===== src/rtl/edge_pulse_gen.sv =====
// Multi-channel edge-to-pulse converter: sync, edge select, fixed-width pulse, sticky miss flag.
// Optional stability filter ahead of edge detection when EDGE_PULSE_DEBOUNCE_EN is defined.

module edge_pulse_lane #(
  parameter int SYNC_STAGES     = 2,
  parameter int PULSE_LEN       = 1,
  parameter int DEBOUNCE_CYCLES = 4
) (
  input  logic       clock_i,
  input  logic       reset_i,
  input  logic       din_i,
  input  logic [1:0] mode_i,
  input  logic       clear_missed_i,
  output logic       pulse_o,
  output logic       missed_o
);
  localparam int CW = $clog2(PULSE_LEN + 1);
  localparam logic [CW-1:0] LEN = CW'(PULSE_LEN);

  logic          s, lvl, prev_q, edge_det;
  logic [CW-1:0] cnt_q, cnt_d;
  logic          pulse_q, missed_q, missed_d;

  generate
    if (SYNC_STAGES == 0) begin : g_nosync
      assign s = din_i;
    end else begin : g_sync
      logic [SYNC_STAGES-1:0] sync_q;
      always_ff @(posedge clock_i) begin
        if (reset_i) sync_q <= '0;
        else         sync_q <= (sync_q << 1) | SYNC_STAGES'(din_i);
      end
      assign s = sync_q[SYNC_STAGES-1];
    end
  endgenerate

`ifdef EDGE_PULSE_DEBOUNCE_EN
  localparam int DW = $clog2(DEBOUNCE_CYCLES + 1);
  logic          f_q;
  logic [DW-1:0] dcnt_q;
  // f follows s only after DEBOUNCE_CYCLES consecutive disagreeing samples
  always_ff @(posedge clock_i) begin
    if (reset_i) begin
      f_q    <= 1'b0;
      dcnt_q <= '0;
    end else if (s == f_q) begin
      dcnt_q <= '0;
    end else if (dcnt_q == DW'(DEBOUNCE_CYCLES - 1)) begin
      f_q    <= s;
      dcnt_q <= '0;
    end else begin
      dcnt_q <= dcnt_q + DW'(1);
    end
  end
  assign lvl = f_q;
`else
  generate
    if (DEBOUNCE_CYCLES < 0) begin : g_unused_db
    end
  endgenerate
  assign lvl = s;
`endif

  always_comb begin
    case (mode_i)
      2'b00:   edge_det = lvl & ~prev_q;
      2'b01:   edge_det = ~lvl & prev_q;
      2'b10:   edge_det = lvl ^ prev_q;
      default: edge_det = 1'b0;
    endcase
  end

  // pulse_q mirrors (cnt != 0) in the same cycle, so edges on the last pulse cycle are dropped
  always_comb begin
    cnt_d    = cnt_q;
    missed_d = clear_missed_i ? 1'b0 : missed_q;
    if (edge_det && !pulse_q)  cnt_d = LEN;
    else if (cnt_q != '0)      cnt_d = cnt_q - CW'(1);
    if (edge_det && pulse_q)   missed_d = 1'b1;
  end

  always_ff @(posedge clock_i) begin
    if (reset_i) begin
      prev_q   <= 1'b0;
      cnt_q    <= '0;
      pulse_q  <= 1'b0;
      missed_q <= 1'b0;
    end else begin
      prev_q   <= lvl;
      cnt_q    <= cnt_d;
      pulse_q  <= (cnt_d != '0);
      missed_q <= missed_d;
    end
  end

  assign pulse_o  = pulse_q;
  assign missed_o = missed_q;
endmodule

module edge_pulse_gen #(
  parameter int CHANNELS        = 4,
  parameter int SYNC_STAGES     = 2,
  parameter int PULSE_LEN       = 1,
  parameter int DEBOUNCE_CYCLES = 4
) (
  input  logic                clock_i,
  input  logic                reset_i,
  input  logic [CHANNELS-1:0] din_i,
  input  logic [1:0]          mode_i,
  input  logic                clear_missed_i,
  output logic [CHANNELS-1:0] pulse_o,
  output logic [CHANNELS-1:0] missed_o
);
  generate
    for (genvar g = 0; g < CHANNELS; g++) begin : g_ch
      edge_pulse_lane #(
        .SYNC_STAGES    (SYNC_STAGES),
        .PULSE_LEN      (PULSE_LEN),
        .DEBOUNCE_CYCLES(DEBOUNCE_CYCLES)
      ) u_lane (
        .clock_i       (clock_i),
        .reset_i       (reset_i),
        .din_i         (din_i[g]),
        .mode_i        (mode_i),
        .clear_missed_i(clear_missed_i),
        .pulse_o       (pulse_o[g]),
        .missed_o      (missed_o[g])
      );
    end
  endgenerate
endmodule

===== config.mk =====
export PLATFORM = sky130hd
export DESIGN_NAME = edge_pulse_gen
export DESIGN_NICKNAME = d
export VERILOG_FILES = /design/src/rtl/edge_pulse_gen.sv
export SDC_FILE = /design/constraint.sdc
export NUM_CORES = 1
export LEC_CHECK = 0
export CORE_ASPECT_RATIO = 0.8
export CORE_MARGIN = 2
export CORE_UTILIZATION = 48
export CTS_BUF_LIST = sky130_fd_sc_hd__clkbuf_4
export CTS_CLUSTER_SIZE = 40
export DETAILED_ROUTE_END_ITERATION = 8
export PLACE_DENSITY = 0.77
export SETUP_SLACK_MARGIN = 0.2
export SKIP_LAST_GASP = 1
export SYNTH_ARGS = -nofsm -noshare
export SYNTH_HDL_FRONTEND = slang
export SYNTH_SLANG_ARGS = --single-unit

===== constraint.sdc =====
create_clock -name clock_i -period 1 [get_ports clock_i]
set_input_delay 0.2 -clock clock_i [delete_from_list [all_inputs] [get_ports clock_i]]
set_output_delay 0.2 -clock clock_i [all_outputs]
set_load 0.02 [all_outputs]

==> impl_metrics.env, run 1 <==
export IMPL_status="finished with violations"
export IMPL_violations="setup timing"
export IMPL_setup_viol_count_final=4
export IMPL_fin_nets=132
export IMPL_numCtsBuffers=3
export IMPL_cts_sinks=20
export IMPL_synth_top_family_by_area="compound AO/OA/AOI/OAI gates"
export IMPL_final_seq_area_um2=419
export IMPL_num_antenna_cells=0
export IMPL_antenna_left=0
export IMPL_cap_violations=0
export IMPL_cts_reportedPaths_clkPinSlew_ns=0.11
export IMPL_synthTopCellsByCount="dfxtp_1 (20), inv_1 (9), buf_4 (8), ha_1 (8), nor2b_1 (8)"
export IMPL_grt_remaining_overflow=0
export IMPL_worstSkewPairLatency_ns=0.30
export IMPL_coreArea_um2=1860
export IMPL_grt_total_usage=0.183
export IMPL_multi_input_comb_area_um2=544
export IMPL_seq_area_frac_synth=0.429
export IMPL_htree_levels=1
export IMPL_criticalPathCategory="register to register"
export IMPL_cp_max_fo=2
export IMPL_arrival_ns=1.25
export IMPL_area_delta_synth_final_pct=45.7
export IMPL_p_leak_nw=0.524
export IMPL_hold_violations=0
export IMPL_grt_setup_unrepaired="true"
export IMPL_die_w_um=53.3
export IMPL_required_ns=1.22
export IMPL_yosysWarnings=0
export IMPL_initial_core_util=0.503
export IMPL_routed_wl_mm=1.86
export IMPL_powerDensity_nw_per_um2=1090
export IMPL_cts_tree="done"
export IMPL_finalCritPeriodShare=1.03
export IMPL_synthDistinctLibCells=18
export IMPL_ctsLongestPathBuffers=2
export IMPL_fillers=128
export IMPL_endpoint_kind="register"
export IMPL_remaining_drc_errors=0
export IMPL_tightest_slew_ns=0.232
export IMPL_synth_edff_count=0
export IMPL_cts_hold_buf=0
export IMPL_synth_area_leader_cell="dfxtp_1"
export IMPL_dp_slack_ns=-0.404
export IMPL_fin_crit_ns=1.03
export IMPL_vias=698
export IMPL_ir_drop_uv=952
export IMPL_drive_above_1_share=0.664
export IMPL_die_h_um=43.4
export IMPL_synth_flop_cell="dfxtp_1"
export IMPL_synth_fp_nets=108
export IMPL_grt_pass1_wl_mm=3.02
export IMPL_fmax_mhz=970
export IMPL_dr_pass1_iters=4
export IMPL_ios=17
export IMPL_synth_xor_area_frac=0
export IMPL_maxSlewHeadroom=0.845
export IMPL_syn_cell_area_um2=933
export IMPL_die_area_um2=2320
export IMPL_synth_top_area_frac=0.429
export IMPL_antenna_found_initial=0
export IMPL_syn_inst=91
export IMPL_final_max_slew_viol_count=0
export IMPL_yosysMostFrequentCell="dfxtp_1"
export IMPL_synthMuxAreaShare=0
export IMPL_critPathLaunchType="register"
export IMPL_yosys_register_bits=20
export IMPL_synth_fa_ha_area_frac=0.107
export IMPL_hold_path_class="register to register"
export IMPL_wl_per_cell_um=13.6
export IMPL_syn_avg_cell_area_um2=10.3
export IMPL_vias_per_cell=5.09
export IMPL_drt_iter0_drc=4
export IMPL_yosys_area_share_simple=0.114
export IMPL_synth_compound_area_frac=0.198
export IMPL_portBuffers=16
export IMPL_fin_ws_ns=-0.0307
export IMPL_grt_max_degree=14
export IMPL_dp_hpwl_mm=1.26
export IMPL_dp_cells=130
export IMPL_synthArstFlopShare=0
export IMPL_cts_root_buf="clkbuf_4"
export IMPL_stdcell_count=137
export IMPL_synth_area_leaders="dfxtp_1 (43%), ha_1 (11%), buf_4 (6.4%)"
export IMPL_num_rows=14
export IMPL_gp_congestion=0.671
export IMPL_grt_pass1_vias=704
export IMPL_fin_skew_ns=0.00797
-- metal layers --
layer | global-route usage | share of wire
met1 | 0.206 | 0.42
met3 | 0.0724 | 0.054
met4 | 0.0667 | 0.0092
met2 | 0.311 | 0.51
met5 | 0 | 0
-- worst paths after layout --
kind / endpoint / depth (start not counted) / slack [ns] / startpoint
max: g_ch[0].u_lane.cnt_q / 5 / -0.03 / g_ch[0].u_lane.g_sync.sync_q[1]
min: g_ch[1].u_lane.g_sync.sync_q[1] / 1 / 0.43 / g_ch[1].u_lane.g_sync.sync_q[0]
max reg2reg: g_ch[0].u_lane.cnt_q / 5 / -0.03 / g_ch[0].u_lane.g_sync.sync_q[1]
min reg2reg: g_ch[1].u_lane.g_sync.sync_q[1] / 1 / 0.43 / g_ch[1].u_lane.g_sync.sync_q[0]
-- cell type report --
class | instances | area share
tap | 24 | 0.0221
multi-input combinational | 49 | 0.400
clock buffer | 3 | 0.0166
inverter | 10 | 0.0377
timing repair buffer | 31 | 0.215
sequential | 20 | 0.308
-- per-stage QoR --
| stage | total power [mW] | util | TNS [ns] | hold slack [ns] | cell area [um2] |
|---|---|---|---|---|---|
| final | 1.48 | 0.732 | -0.0769 | 0.433 | 1360 |
| after floorplan | 0.999 | - | 0 | 0.328 | 1010 |
| after CTS | 1.47 | 0.691 | -0.0126 | 0.440 | 1280 |
| after detailed placement | 1.08 | 0.648 | -4.51 | 0.422 | 1200 |
| after global routing | 1.56 | 0.732 | -0.516 | 0.452 | 1360 |
| after global placement | 1.07 | 0.648 | -4.11 | 0.417 | 1200 |
-- placed cells by master, fill, tap and decap left out, types with 2 or more instances in the layout --
cell type / synthesis / routed
clkdlybuf4s50_1: 0 / 6
nor2b_1: 8 / 8
ha_2: 0 / 3
a21oi_2: 0 / 3
a32oi_1: 4 / 2
inv_1: 9 / 4
nand2_1: 7 / 4
dfxtp_2: 0 / 15
dlygate4sd2_1: 0 / 2
buf_6: 2 / 8
clkbuf_4: 0 / 3
inv_2: 0 / 5
o2111ai_2: 0 / 3
nor2_1: 4 / 4
o211ai_2: 3 / 3
dfxtp_1: 20 / 5
nand2_4: 0 / 4
a32oi_2: 0 / 2
a211oi_2: 4 / 4
buf_4: 8 / 14
ha_4: 0 / 4
-- registers in the layout (all words and copies together) (netlist names) --
signal and flops:
g_ch.u_lane.g_sync.sync_q 8, g_ch.u_lane.pulse_o 1, g_ch.u_lane.cnt_q 3, g_ch.u_lane.prev_q 4, g_ch.u_lane.missed_o 4
-- kinds of logic after synthesis --
group	count (synthesis)
AOI/OAI and AO/OA	20
adders and majority gates	8
buffers and inverters	22
DFF	20
and+or+nand+nor	21
-- power breakdown --
group / internal [mW] / switching (mW)
Clock: 0.140 / 0.228
Combinational: 0.140 / 0.128
Sequential: 0.827 / 0.0163
Total: 1.11 / 0.373
-- critical path, cell delays in order (launching register included) --
cell      delay (ns)
dfxtp_2         0.35
inv_2           0.05
ha_4            0.22
nand2_4         0.07
o211ai_2        0.08
a211oi_2        0.18
-- timing repair --
item                                    CTS  global route
cloned                                    1             0
resized for setup                        57            16
endpoints found under the setup margin   16            16
pin swaps                                 8             3
setup buffers                             2             1
endpoints found under the hold margin     0             0
(Power assumes the default switching activity.)
==> run 2: changes to the inputs <==
- GPL_TIMING_DRIVEN: not set -> 0
==> impl_metrics.env, run 2 (synthesis results as in run 1) <==
export IMPL_htree_levels=1
export IMPL_cts_reportedPaths_clkPinSlew_ns=0.11
export IMPL_tightest_slew_ns=0.550
export IMPL_worstSkewPairLatency_ns=0.30
export IMPL_final_cell_mix="buf_6 (18), dfxtp_2 (15), buf_4 (9)"
export IMPL_routed_wl_mm=1.99
export IMPL_p_sw_frac=0.258
export IMPL_vias_per_cell=5.06
export IMPL_area_delta_synth_final_pct=49.5
export IMPL_cap_violations=0
export IMPL_r2r_slack_ns=-0.04
export IMPL_grt_max_degree=12
export IMPL_antenna_left=0
export IMPL_layout_commonest_cell="buf_6"
export IMPL_antenna_found_initial=0
export IMPL_r2r_end="g_ch[2].u_lane.cnt_q"
export IMPL_ir_drop_uv=1130
export IMPL_wl_met1_um=847
export IMPL_criticalPathCategory="register to primary output"
export IMPL_drt_iter0_drc=3
export IMPL_finalSetupTns_ns=-0.617
export IMPL_p_switching_mw=0.389
export IMPL_coreArea_um2=1860
export IMPL_vias=724
export IMPL_largest_reg_flops=8
export IMPL_combPwrFrac=0.180
export IMPL_dp_hpwl_mm=1.30
export IMPL_routed_top_layer="met4"
export IMPL_critPathLaunch="g_ch[2].u_lane.missed_o"
export IMPL_wl_met3_um=94
export IMPL_maxSlewHeadroom=0.634
export IMPL_grt_setup_unrepaired="true"
export IMPL_ff2ff_path_depth=5
export IMPL_arrival_ns=0.88
export IMPL_route_met2_wl_mm=1.03
export IMPL_finalCritPeriodShare=1.08
export IMPL_fin_skew_ns=0.00639
export IMPL_status="finished with violations"
export IMPL_grt_pass1_wl_mm=3.22
export IMPL_placed_area_um2=1190
export IMPL_required_ns=0.80
export IMPL_fin_nets=137
export IMPL_die_h_um=43.4
export IMPL_ios=17
export IMPL_hold_path_class="input port to register"
export IMPL_cp_max_fo=2
export IMPL_fmax_mhz=929
export IMPL_final_util=0.751
export IMPL_setup_viol_count_final=12
export IMPL_ctsLongestPathBuffers=2
export IMPL_num_antenna_cells=0
export IMPL_fillers=142
export IMPL_worstReg2RegStart="g_ch[2].u_lane.g_sync.sync_q[1]"
export IMPL_critPathLaunchType="register"
export IMPL_num_rows=14
export IMPL_design_area_um2=1400
export IMPL_clock_power_share=0.259
export IMPL_dr_pass1_iters=3
export IMPL_hold_depth=2
export IMPL_hold_violations=0
export IMPL_stdcell_count=143
export IMPL_wl_per_cell_um=13.9
export IMPL_fin_crit_ns=1.08
export IMPL_p_seq_frac=0.561
export IMPL_internal_power_mw=1.12
export IMPL_initial_core_util=0.503
export IMPL_cts_root_buf="clkbuf_4"
export IMPL_gp_congestion=0.707
export IMPL_cts_sinks=20
export IMPL_endpoint_kind="primary output"
export IMPL_cts_tree="done"
export IMPL_remaining_drc_errors=0
export IMPL_p_leak_nw=0.539
export IMPL_grt_pass1_vias=712
export IMPL_dp_slack_ns=-0.430
export IMPL_worstSetupEndpoint="missed_o[2]"
export IMPL_grt_total_usage=0.195
export IMPL_powerDensity_nw_per_um2=1080
export IMPL_grt_remaining_overflow=0
export IMPL_portBuffers=15
export IMPL_numCtsBuffers=3
export IMPL_drive_above_1_share=0.647
export IMPL_fin_ws_ns=-0.0761
export IMPL_top_register="g_ch.u_lane.g_sync.sync_q"
export IMPL_final_max_slew_viol_count=0
export IMPL_die_w_um=53.3
export IMPL_die_area_um2=2320
export IMPL_dp_cells=130
export IMPL_violations="setup timing"
## run 2: changes by cell type in the layout (fill, tap and decap cells not counted), sizes merged
cell | before | now
buf | 23 | 27
clkinv | 0 | 1
clkbuf | 3 | 5
clkdlybuf4s50 | 6 | 5
## run 2: power by group through the flow
stage	combinational, mW	sequential (mW)	clock [mW]
2_1_floorplan	0.138	0.861	0
3_3_place_gp	0.202	0.863	0
3_5_place_dp	0.208	0.865	0
4_1_cts	0.255	0.846	0.398
5_1_grt	0.293	0.847	0.435
6_report	0.271	0.844	0.390
## run 2: worst min path at each step
stage                                               start                         endpoint  slack, ns
after floorplan                                  din_i[0]  g_ch[0].u_lane.g_sync.sync_q[0]       0.33
after global placement    g_ch[1].u_lane.g_sync.sync_q[0]  g_ch[1].u_lane.g_sync.sync_q[1]       0.42
after detailed placement  g_ch[0].u_lane.g_sync.sync_q[0]  g_ch[0].u_lane.g_sync.sync_q[1]       0.43
after CTS                                         reset_i  g_ch[0].u_lane.g_sync.sync_q[1]       0.29
after global routing                              reset_i  g_ch[0].u_lane.g_sync.sync_q[0]       0.31
final                                             reset_i  g_ch[0].u_lane.g_sync.sync_q[1]       0.28
## run 2: stage by stage
stage / hold WS, ns / power (mW)
6_report: 0.284 / 1.51
5_1_grt: 0.314 / 1.57
4_1_cts: 0.289 / 1.50
3_5_place_dp: 0.432 / 1.07
3_3_place_gp: 0.424 / 1.07
2_1_floorplan: 0.328 / 0.999
## run 2: final cells by class
| class | count | area (um2) | area share |
|---|---|---|---|
| inverters | 10 | 51.3 | 0.0368 |
| well taps | 24 | 30.0 | 0.0215 |
| clock buffers | 3 | 22.5 | 0.0161 |
| clock inverters | 1 | 3.75 | 0.00269 |
| flip-flops and latches | 20 | 423 | 0.303 |
| plain buffers | 12 | 120 | 0.0861 |
| repair buffers | 24 | 225 | 0.161 |
| multi-input cells | 49 | 519 | 0.372 |
## run 2: timing repair
item                       CTS  global route
resized for setup           76             3
setup endpoints to repair   16            16
gates cloned                 0             0
hold buffers                 0             0
setup buffers                5             4
pin swaps                    9             6
## run 2: metal layers
metal,GRT usage,vias up
met5,0,-
met4,0.0462,0
met3,0.0724,4
met2,0.323,13
met1,0.240,346
li1,-,361
## run 2: critical path: stages (launching register included)
cell     delay, ns
dfxtp_2       0.35
buf_6         0.11
buf_6         0.12
==> run 3: changes to the inputs <==
- TNS_END_PERCENT: not set -> 10
==> impl_metrics.env, run 3 (synthesis results as in run 1) <==
export IMPL_status="finished with violations"
export IMPL_violations="setup timing"
export IMPL_grt_total_usage=0.168
export IMPL_required_ns=0.80
export IMPL_crit_chain="buf_4 -> buf_6"
export IMPL_antenna_found_initial=0
export IMPL_area_delta_synth_final_pct=36.6
export IMPL_fin_crit_ns=1.07
export IMPL_cts_hold_buf=0
export IMPL_worstReg2RegStart="g_ch[3].u_lane.prev_q"
export IMPL_largest_reg_flops=8
export IMPL_setup_viol_count_final=16
export IMPL_endpoint_kind="primary output"
export IMPL_wl_per_cell_um=11.8
export IMPL_worstSkewPairLatency_ns=0.29
export IMPL_hold_path_class="input port to register"
export IMPL_cts_root_buf="clkbuf_4"
export IMPL_routed_wl_mm=1.64
export IMPL_powerDensity_nw_per_um2=1140
export IMPL_num_rows=14
export IMPL_cts_sinks=20
export IMPL_coreArea_um2=1860
export IMPL_grt_use_met2=0.279
export IMPL_dp_slack_ns=-0.399
export IMPL_grt_pass1_wl_mm=2.79
export IMPL_final_util=0.687
export IMPL_antenna_left=0
export IMPL_fin_skew_ns=0.000958
export IMPL_fin_nets=132
export IMPL_top_register="g_ch.u_lane.g_sync.sync_q"
export IMPL_tightest_slew_ns=0.523
export IMPL_layout_commonest_cell="buf_6"
export IMPL_final_cell_mix="buf_6 (16), dfxtp_2 (15), nor2b_1 (8)"
export IMPL_ir_drop_uv=1160
export IMPL_die_area_um2=2320
export IMPL_min_from="reset_i"
export IMPL_maxSlewHeadroom=0.651
export IMPL_die_w_um=53.3
export IMPL_cts_tree="done"
export IMPL_cpPeakStageDelay_ns=0.33
export IMPL_final_max_slew_viol_count=0
export IMPL_remaining_drc_errors=0
export IMPL_numCtsBuffers=3
export IMPL_grt_remaining_overflow=0
export IMPL_fmax_mhz=936
export IMPL_r2r_slack_ns=-0.04
export IMPL_vias=691
export IMPL_critPathLaunchType="register"
export IMPL_placed_area_um2=1170
export IMPL_stdcell_count=138
export IMPL_critPathLaunch="g_ch[1].u_lane.missed_o"
export IMPL_total_power_mw=1.45
export IMPL_drive_above_1_share=0.526
export IMPL_ios=17
export IMPL_dp_hpwl_mm=1.25
export IMPL_portBuffers=15
export IMPL_fillers=158
export IMPL_cp_max_fo=2
export IMPL_design_area_um2=1270
export IMPL_grt_max_degree=12
export IMPL_num_antenna_cells=0
export IMPL_grtUsageMet1=0.203
export IMPL_criticalPathCategory="register to primary output"
export IMPL_htree_levels=1
export IMPL_cap_violations=0
export IMPL_arrival_ns=0.87
export IMPL_gp_congestion=0.707
export IMPL_ctsLongestPathBuffers=2
export IMPL_cts_reportedPaths_clkPinSlew_ns=0.11
export IMPL_grt_busiest_layer="met2"
export IMPL_finalCritPeriodShare=1.07
export IMPL_die_h_um=43.4
export IMPL_hold_violations=0
export IMPL_initial_core_util=0.503
export IMPL_dp_cells=130
export IMPL_drt_iter0_drc=5
export IMPL_fin_ws_ns=-0.0682
export IMPL_p_leak_nw=0.501
export IMPL_dr_pass1_iters=4
export IMPL_grt_util_met3=0.0621
export IMPL_grt_pass1_vias=692
export IMPL_grt_setup_unrepaired="true"
export IMPL_critPathSlowestCell="dfxtp_2"
export IMPL_vias_per_cell=5.01
[run 3: cell types whose count changed in the layout (fill, tap and decap cells not counted), moves of 2 or more]
cell / change
nand2_4: -4
ha_2: -3
nand2_2: +3
inv_2: -2
buf_6: -2
o2111ai_1: +4
o2111ai_2: -4
inv_1: +2
ha_1: +4
buf_4: -3
[run 3: worst max-delay path: cells and delay by family (launching register included)]
kind | cells | cell delay [ns]
buf+inv | 2 | 0.24
flops | 1 | 0.33
[run 3: metal layers]
| metal | wire length (um) | vias up | part of all wire |
|---|---|---|---|
| met5 | 0 | - | 0 |
| met4 | 12 | 0 | 0.0073 |
| met3 | 93 | 2 | 0.057 |
| met2 | 822 | 15 | 0.50 |
| met1 | 706 | 326 | 0.43 |
| li1 | - | 348 | - |
[run 3: through the flow]
stage	TNS, ns	hold slack, ns
6_report	-0.650	0.305
4_1_cts	-0.876	0.305
3_5_place_dp	-5.00	0.423
2_1_floorplan	0	0.328
3_3_place_gp	-4.79	0.420
5_1_grt	-1.48	0.336
[run 3: cell type report]
cell class | instances | area (um2) | share of cell area
multi-input combinational | 49 | 447 | 0.350
timing repair buffer | 19 | 189 | 0.148
clock inverter | 1 | 3.75 | 0.00294
buffer | 12 | 113 | 0.0883
clock buffer | 3 | 22.5 | 0.0177
tap | 24 | 30.0 | 0.0236
sequential | 20 | 419 | 0.329
inverter | 10 | 51.3 | 0.0402
[run 3: power by group]
part	leakage (nW)	switching, mW	internal [mW]
registers	0.170	0.0161	0.827
clock network	0.0154	0.236	0.145
logic	0.316	0.103	0.122
[run 3: path summary, 6_finish.rpt]
path / cells after the start / to
worst max-delay path: 2 / missed_o[1]
worst min-delay path: 2 / g_ch[0].u_lane.prev_q
worst max register to register: 4 / g_ch[3].u_lane.missed_o
worst min register to register: 1 / g_ch[1].u_lane.g_sync.sync_q[1]
[run 3: what timing repair did]
| item | CTS | global route |
|---|---|---|
| setup buffers | 4 | 0 |
| gates resized for setup | 63 | 2 |
| pin swaps | 1 | 1 |
| setup endpoints to repair | 16 | 16 |
